**src/rtl/mem_access_unit.sv**
```systemverilog
// rtl/mem_access_unit.sv - load/store memory access sequencer with alignment, funct3 and timeout checks
module mem_access_unit #(
  parameter int TIMEOUT = 255
) (
  input  logic        clk,
  input  logic        rst,
  input  logic        start,
  input  logic        is_store,
  input  logic [2:0]  funct3,
  input  logic [31:0] addr,
  input  logic [31:0] wdata,
  output logic        mem_req,
  output logic        mem_we,
  output logic [31:0] mem_addr,
  output logic [3:0]  mem_be,
  output logic [31:0] mem_wdata,
  input  logic        mem_ack,
  input  logic [31:0] mem_rdata,
  output logic [31:0] rdata,
  output logic        done,
  output logic        busy,
  output logic [1:0]  err
);

  typedef enum logic [1:0] {IDLE, ACCESS, DONE, FAULT} state_t;

  // Last ACCESS cycle index before the wait is abandoned.
  localparam logic [7:0] LAST_WAIT = 8'(TIMEOUT - 1);

  state_t      state;
  state_t      state_nx;
  logic [1:0]  err_q;
  logic [1:0]  err_nx;
  logic [7:0]  wait_cnt;
  logic        store_q;
  logic [2:0]  f3_q;
  logic [31:0] addr_q;
  logic [31:0] wdata_q;
  logic [31:0] rdata_q;
  logic        f3_illegal;
  logic        misaligned;
  logic [31:0] shifted;
  logic [31:0] load_val;
  logic [3:0]  be_raw;

  // Start checks look at the live inputs, since they decide the state entered on the start edge.
  assign f3_illegal = (funct3 == 3'b011) || (funct3 == 3'b110) || (funct3 == 3'b111) ||
                      (funct3[2] && is_store);
  assign misaligned = ((funct3[1:0] == 2'b01) && addr[0]) ||
                      ((funct3[1:0] == 2'b10) && (addr[1:0] != 2'b00));

  // State register and the latched error code.
  always_ff @(posedge clk or posedge rst) begin
    if (rst) begin
      state <= IDLE;
      err_q <= 2'b00;
    end else begin
      state <= state_nx;
      err_q <= err_nx;
    end
  end

  // Next-state logic; a same-cycle ack takes precedence over the timeout.
  always_comb begin
    state_nx = state;
    err_nx   = err_q;
    case (state)
      IDLE: begin
        if (start) begin
          if (f3_illegal) begin
            state_nx = FAULT;
            err_nx   = 2'b10;
          end else if (misaligned) begin
            state_nx = FAULT;
            err_nx   = 2'b01;
          end else begin
            state_nx = ACCESS;
            err_nx   = 2'b00;
          end
        end
      end
      ACCESS: begin
        if (mem_ack) begin
          state_nx = DONE;
          err_nx   = 2'b00;
        end else if (wait_cnt == LAST_WAIT) begin
          state_nx = FAULT;
          err_nx   = 2'b11;
        end
      end
      DONE:    state_nx = IDLE;
      FAULT:   state_nx = IDLE;
      default: state_nx = IDLE;
    endcase
  end

  // Capture the request on an accepted start; later input changes do not affect the access.
  always_ff @(posedge clk or posedge rst) begin
    if (rst) begin
      store_q <= 1'b0;
      f3_q    <= 3'b000;
      addr_q  <= 32'd0;
      wdata_q <= 32'd0;
    end else if (state == IDLE && start) begin
      store_q <= is_store;
      f3_q    <= funct3;
      addr_q  <= addr;
      wdata_q <= wdata;
    end
  end

  // Wait counter: cleared when the access begins, counts ACCESS cycles with no ack.
  always_ff @(posedge clk or posedge rst) begin
    if (rst) begin
      wait_cnt <= 8'd0;
    end else if (state == IDLE) begin
      wait_cnt <= 8'd0;
    end else if (state == ACCESS && !mem_ack) begin
      wait_cnt <= wait_cnt + 8'd1;
    end
  end

  // Align the addressed bytes to bit 0, then extend according to the width code.
  always_comb begin
    shifted  = mem_rdata >> {addr_q[1:0], 3'b000};
    load_val = shifted;
    case (f3_q)
      3'b000:  load_val = {{24{shifted[7]}}, shifted[7:0]};
      3'b001:  load_val = {{16{shifted[15]}}, shifted[15:0]};
      3'b100:  load_val = {24'd0, shifted[7:0]};
      3'b101:  load_val = {16'd0, shifted[15:0]};
      default: load_val = shifted;
    endcase
  end

  // Load result register; only a successful load updates it.
  always_ff @(posedge clk or posedge rst) begin
    if (rst) begin
      rdata_q <= 32'd0;
    end else if (state == ACCESS && mem_ack && !store_q) begin
      rdata_q <= load_val;
    end
  end

  // Byte-enable pattern for the latched width and byte offset.
  always_comb begin
    be_raw = 4'b1111;
    case (f3_q[1:0])
      2'b00:   be_raw = 4'b0001 << addr_q[1:0];
      2'b01:   be_raw = 4'b0011 << addr_q[1:0];
      default: be_raw = 4'b1111;
    endcase
  end

  // Replicate store data into every lane so the enabled lanes always carry it.
  always_comb begin
    mem_wdata = wdata_q;
    case (f3_q[1:0])
      2'b00:   mem_wdata = {4{wdata_q[7:0]}};
      2'b01:   mem_wdata = {2{wdata_q[15:0]}};
      default: mem_wdata = wdata_q;
    endcase
  end

  assign mem_req  = (state == ACCESS);
  assign mem_we   = mem_req && store_q;
  assign mem_be   = (mem_req && store_q) ? be_raw : 4'b0000;
  assign mem_addr = {addr_q[31:2], 2'b00};
  assign done     = (state == DONE) || (state == FAULT);
  assign busy     = (state != IDLE);
  assign err      = done ? err_q : 2'b00;
  assign rdata    = rdata_q;

endmodule

```
**config.mk**
```make
export PLATFORM = sky130hd
export DESIGN_NAME = mem_access_unit
export DESIGN_NICKNAME = d
export VERILOG_FILES = /design/src/rtl/mem_access_unit.sv
export SDC_FILE = /design/constraint.sdc
export NUM_CORES = 1
export LEC_CHECK = 0
export CORE_AREA = 2 2 115 117
export DETAILED_ROUTE_END_ITERATION = 12
export DIE_AREA = 0 0 117 119
export GPL_ROUTABILITY_DRIVEN = 0
export GPL_TIMING_DRIVEN = 0
export PLACE_DENSITY = 0.79
export SYNTH_ARGS = -nofsm -noshare
export SYNTH_HDL_FRONTEND = slang
export SYNTH_SLANG_ARGS = --single-unit
```
**constraint.sdc**
```tcl
create_clock -name clk -period 4.6 [get_ports clk]
set_input_delay 0.46 -clock clk [delete_from_list [all_inputs] [get_ports clk]]
set_output_delay 0.46 -clock clk [all_outputs]
set_load 0.005 [all_outputs]
```
Word level (Yosys, flattened, before mapping)
Index checks and enable logic that the tools add are counted.
- $add $sub $neg: 1
- multipliers: 0
- divide/modulo/power cells: 0
- $lt $le $gt $ge: 0
- equal/unequal tests: 15
- shift operators: 3
- muxes and demuxes: 18
- bitwise gates (word level): 0
- reduce and logical (&&, ||, !) cells: 25
- operator list (operator ; number):
    $pmux W32 S4 ; 1
    $pmux W32 S2 ; 1
    $shr A32 B5 Y32 ; 1
    $mux W2 ; 9
    $mux W8 ; 2
    $eq A3 B3 Y1 const B ; 4
    $add A8 B1 Y8 const B ; 1
    $eq A8 B8 Y1 const B ; 1
    $logic_and A1 B1 Y1 ; 8
    $pmux W4 S2 ; 1
    $reduce_bool A2 Y1 ; 4
    $eq A2 B1 Y1 const B ; 3
    $eq A2 B2 Y1 const B ; 3
    $pmux W2 S3 ; 1
    $logic_or A1 B1 Y1 ; 5
    $logic_not A2 Y1 ; 2
    $mux W4 ; 1
    $pmux W2 S2 ; 1
    $shl A1 B2 Y4 const A ; 1
    $shl A2 B2 Y4 const A ; 1
    $eq A3 B1 Y1 const B ; 1
    $eq A3 B2 Y1 const B ; 1
    $logic_not A3 Y1 ; 1
    $ne A3 B1 Y1 const B ; 1
    6 further kinds ; 7
- register bits after elaboration: 112
- bits in latches: 0
- bits in writable memories: 0
- bits in read-only memories: 0
- bits of input ports: 104
- output and inout port bits: 106
- word-level logic and storage cells: 70
- memories: 0

Longest topological paths before layout
- depth in word-level cells: 7
- mapped depth: 7

Worst setup path after synthesis
Ideal clock, no wire load.
- path kind: register -> output
- start: register addr_q[1]
- end: output port mem_be[3]
- data arrival time: 1.475 ns
- required time: 4.140 ns
- slack: 2.665 ns
- cell stages (with the launch flop): 6
- cells stage by stage: dfrtp_1 > buf_2 > clkbuf_1 > buf_1 > o21ai_0 > a21oi_1
- cells in the longest elaborated chain, start to end: 3
- elaborated cells between the ends (all ways): 4
- those cells by class: 2 x shift; 2 x mux
- RTL lines (element ; line ; RTL):
    start, declared ; 37 ; logic [31:0] addr_q;
    start signal, assigned ; 107 ; addr_q <= addr;
    $shl A2 B2 Y4 or $shl A1 B2 Y4 (tied branches) ; 150, 149 ;
    $pmux W4 S2 (*) ; 148 ; case (f3_q[1:0])
    $mux W4 (*) ; 167 ; assign mem_be = (mem_req && store_q) ? be_raw : 4'b0000;
    end, declared ; 15 ; output logic [3:0] mem_be,
Mark *: on every way between the ends. The rest lies on a longest branch, timed or not.

Worst setup path after layout
Ends and elaborated chain as after synthesis.

==> flow_metrics.env <==
export IMPL_outcome="finished clean"
export IMPL_fin_crit_ps=3160
export IMPL_edff_count_synth=0
export IMPL_seq_area_frac_synth_pct=49.7
export IMPL_floorplan_initialDensity_pct=43.8
export IMPL_nFillCells=1036
export IMPL_clock_tree_buffer_depth=2
export IMPL_cts_reportedPaths_clkPinSlew_ps=70
export IMPL_placed_cell_area_sq_um=7970
export IMPL_cts_hold_buffers=0
export IMPL_number_of_antenna_violations_at_the_first_check_in_global_routing=0
export IMPL_detail_route_first_pass_iterations=5
export IMPL_cts_max_level=3
export IMPL_routed_wl_met2_mm=7.80
export IMPL_slowest_cell_delay_on_critical_path_ps=510
export IMPL_finClkSkew_ps=9.56
export IMPL_vias=4801
export IMPL_cp_buffers_inverters=4
export IMPL_timing_critical_path_to_type="primary output"
export IMPL_rsz_0062_raised_after_global_routing="no"
export IMPL_total_non_filler_cell_area_in_the_finished_layout_sq_um=8220
export IMPL_area_growth_pct=45.8
export IMPL_cts_sinks=112
export IMPL_syn_mean_instance_area_sq_um=10.5
export IMPL_asyncSetResetFlopFracSynth_pct=100
export IMPL_grt_use_total_pct=23.5
export IMPL_insertedDiodeCount=0
export IMPL_worst_path_cell_trace="buf_2 -> clkbuf_1 -> buf_1 -> o21ai_0 -> a21oi_1 -> clkdlybuf4s50_1"
export IMPL_fp_dieArea_sq_um=13900
export IMPL_place_hpwl_mm=12.2
export IMPL_synth_area_sq_um=5640
export IMPL_cts_root_buffer_cell="sky130_fd_sc_hd__clkbuf_16"
export IMPL_tritoncts_clock_tree="built"
export IMPL_hold_violations=0
export IMPL_timing_max_transition_violations_final=0
export IMPL_post_cts_resized_instances=0
export IMPL_ys_seq_elements=112
export IMPL_leakage_nw=3.52
export IMPL_min_delay_path_class="reg2reg"
export IMPL_totalWireLength_mm=16.1
export IMPL_row_count=42
export IMPL_fin_tns_setup_ps=0
export IMPL_timing_fmax_ghz=0.317
export IMPL_first_iter_violations=363
export IMPL_required_ps=4140
export IMPL_tightestPinTransition_ps=1000
export IMPL_setup_viol=0
export IMPL_global_route_overflow_total=0
export IMPL_crit_slowest_cell="sky130_fd_sc_hd__clkdlybuf4s50_1"
export IMPL_synth_ff_type="sky130_fd_sc_hd__dfrtp_1"
export IMPL_timing_critical_path_fanout_max=10
export IMPL_netlist_cell_type_count=46
export IMPL_ant_nets=0
export IMPL_vias_per_cell=5.14
export IMPL_pin_count_of_the_biggest_net_entering_global_routing=65
export IMPL_yosysWarnings=0
export IMPL_core_region_area_sq_um=12900
export IMPL_routed_top_layer="met4"
export IMPL_routed_wire_length_per_instance_um=17.2
export IMPL_vdd_ir_drop_max_mv=0.347
export IMPL_fin_total_pwr_mw=5.57
export IMPL_multi_input_logic_area_sq_um=2380
export IMPL_timing_critical_path_from_type="flip-flop"
export IMPL_grt_pass1_vias=4956
export IMPL_slew_headroom_pct=32.7
export IMPL_boundaryPins=210
export IMPL_met1_length_mm=6.36
export IMPL_global_route_wire_length_before_repair_mm=25.3
export IMPL_cp_arrival_ps=2700
export IMPL_die_width_um=117
export IMPL_clock_buffers_created_by_tritoncts=9
export IMPL_cap_viol_max_count=0
export IMPL_syn_inst=535
export IMPL_route_met3_wl_mm=1.44
export IMPL_critical_path_top_delay_family="buffers and inverters"
export IMPL_power_density_nw_per_um2=677
export IMPL_worstSkewPairLatency_ps=350
export IMPL_drc_errors=0
export IMPL_post_route_cells_drive_above_1_share_pct=20.3
export IMPL_regArea_sq_um=2800
export IMPL_timing_setup_critical_path_class="reg2out"
export IMPL_postCtsSetupBuffers=0
export IMPL_place_port_buffers=207
export IMPL_min_period_over_period_pct=68.7
export IMPL_height_of_the_die_um=119
export IMPL_layout_nets=861
## logic make-up (layout without fill, tap and decap cells)
family / Yosys count / count (layout) / synth area share (%)
buffers and inverters: 78 / 300 / 8.17
AO/OA/AOI/OAI: 102 / 102 / 9.90
XOR/XNOR: 2 / 2 / 0.311
flip-flops: 112 / 112 / 49.7
other: 1 / 2 / 0.0665
adder cells (fa/ha/maj): 2 / 2 / 0.444
multiplexers: 107 / 107 / 21.1
AND/OR/NAND/NOR: 131 / 131 / 10.4
## layer usage
| metal | vias up | track usage, % |
|---|---|---|
| li1 | 2233 | - |
| met1 | 2332 | 29.0 |
| met2 | 205 | 38.9 |
| met3 | 31 | 6.11 |
| met4 | 0 | 9.93 |
| met5 | - | 0 |
## stage by stage
step | util [%] | setup slack, ps | hold slack, ps | instances
after floorplan | - | 1180 | 470 | 536
after global placement | 61.6 | -442 | 465 | 919
after detailed placement | 61.9 | 1890 | 479 | 920
after CTS | 63.8 | 1470 | 495 | 934
after global routing | 63.8 | 1310 | 513 | 934
final | 63.8 | 1440 | 489 | 934
## layout by cell type, fill, tap and decap left out, types with 2 or more instances in the layout
cell type,synthesis,layout
sky130_fd_sc_hd__clkdlybuf4s50_1,0,207
sky130_fd_sc_hd__dfrtp_1,112,112
sky130_fd_sc_hd__mux2_2,83,83
sky130_fd_sc_hd__a21oi_1,53,53
sky130_fd_sc_hd__nand2_1,52,52
sky130_fd_sc_hd__nor2_1,46,46
sky130_fd_sc_hd__buf_4,40,40
sky130_fd_sc_hd__o21ai_0,33,33
sky130_fd_sc_hd__mux2i_1,23,23
sky130_fd_sc_hd__clkbuf_1,15,18
sky130_fd_sc_hd__buf_2,14,14
sky130_fd_sc_hd__and2_1,11,11
sky130_fd_sc_hd__clkbuf_16,0,9
sky130_fd_sc_hd__inv_1,7,6
sky130_fd_sc_hd__nand2b_1,3,3
sky130_fd_sc_hd__o21a_1,3,3
sky130_fd_sc_hd__nand3_1,3,3
sky130_fd_sc_hd__buf_1,2,2
sky130_fd_sc_hd__or2_2,2,2
sky130_fd_sc_hd__nor3_1,2,2
sky130_fd_sc_hd__nand4_1,2,2
sky130_fd_sc_hd__a31oi_1,2,2
sky130_fd_sc_hd__ha_1,2,2
sky130_fd_sc_hd__conb_1,1,2
## layout make-up
type | count | share of cell area [%]
Sequential cell | 112 | 34.1
Multi-Input combinational cell | 346 | 28.9
Timing Repair Buffer | 208 | 25.5
Buffer | 71 | 5.28
Clock buffer | 13 | 3.04
Tap cell | 176 | 2.68
Inverter | 7 | 0.350
Clock inverter | 1 | 0.0609
## state kept, by name (all words and copies together), names as in the netlist
name and cells:
addr_q 32, rdata 32, wdata_q 32, wait_cnt 8, f3_q 3, err_q 2, state 2, store_q 1
## tightest hold or removal path: stages (launching register included)
cell and delay, ps:
sky130_fd_sc_hd__dfrtp_1 350, sky130_fd_sc_hd__nand2_1 50, sky130_fd_sc_hd__o21ai_0 60
## Yosys cell counts (2+ instances only)
| cell | n | share of area, % |
|---|---|---|
| sky130_fd_sc_hd__a21oi_1 | 53 | 4.7 |
| sky130_fd_sc_hd__a31oi_1 | 2 | 0.22 |
| sky130_fd_sc_hd__and2_1 | 11 | 1.2 |
| sky130_fd_sc_hd__buf_1 | 2 | 0.13 |
| sky130_fd_sc_hd__buf_2 | 14 | 1.2 |
| sky130_fd_sc_hd__buf_4 | 40 | 5.3 |
| sky130_fd_sc_hd__clkbuf_1 | 15 | 1.0 |
| sky130_fd_sc_hd__dfrtp_1 | 112 | 50 |
| sky130_fd_sc_hd__ha_1 | 2 | 0.44 |
| sky130_fd_sc_hd__inv_1 | 7 | 0.47 |
| sky130_fd_sc_hd__mux2_2 | 83 | 17 |
| sky130_fd_sc_hd__mux2i_1 | 23 | 4.1 |
| sky130_fd_sc_hd__nand2_1 | 52 | 3.5 |
| sky130_fd_sc_hd__nand2b_1 | 3 | 0.33 |
| sky130_fd_sc_hd__nand3_1 | 3 | 0.27 |
| sky130_fd_sc_hd__nand4_1 | 2 | 0.22 |
| sky130_fd_sc_hd__nor2_1 | 46 | 3.1 |
| sky130_fd_sc_hd__nor3_1 | 2 | 0.18 |
| sky130_fd_sc_hd__o21a_1 | 3 | 0.40 |
| sky130_fd_sc_hd__o21ai_0 | 33 | 2.9 |
| sky130_fd_sc_hd__or2_2 | 2 | 0.22 |
## power by group
| group | leakage, nW | switching (mW) | internal (mW) |
|---|---|---|---|
| clock | 0.126 | 0.337 | 0.377 |
| combinational | 2.06 | 1.21 | 1.87 |
| sequential | 1.34 | 0.315 | 1.46 |
## path summary, 6_finish.rpt
path / from / to / slack (ps) / depth (start not counted)
setup / recovery: addr_q[1]$_DFFE_PP0P_ / mem_be[3] / 1440 / 6
hold / removal: rdata[2]$_DFFE_PP0P_ / rdata[2]$_DFFE_PP0P_ / 490 / 2
setup reg to reg: state[1]$_DFFE_PP0P_ / addr_q[27]$_DFFE_PP0P_ / 2370 / 6
hold reg to reg: rdata[2]$_DFFE_PP0P_ / rdata[2]$_DFFE_PP0P_ / 490 / 2
max in group asynchronous: rst / wdata_q[20]$_DFFE_PP0P_ / 3320 / 3
min in group asynchronous: rst / addr_q[20]$_DFFE_PP0P_ / 550 / 2
Note: power is estimated with default switching activity, not from simulation.
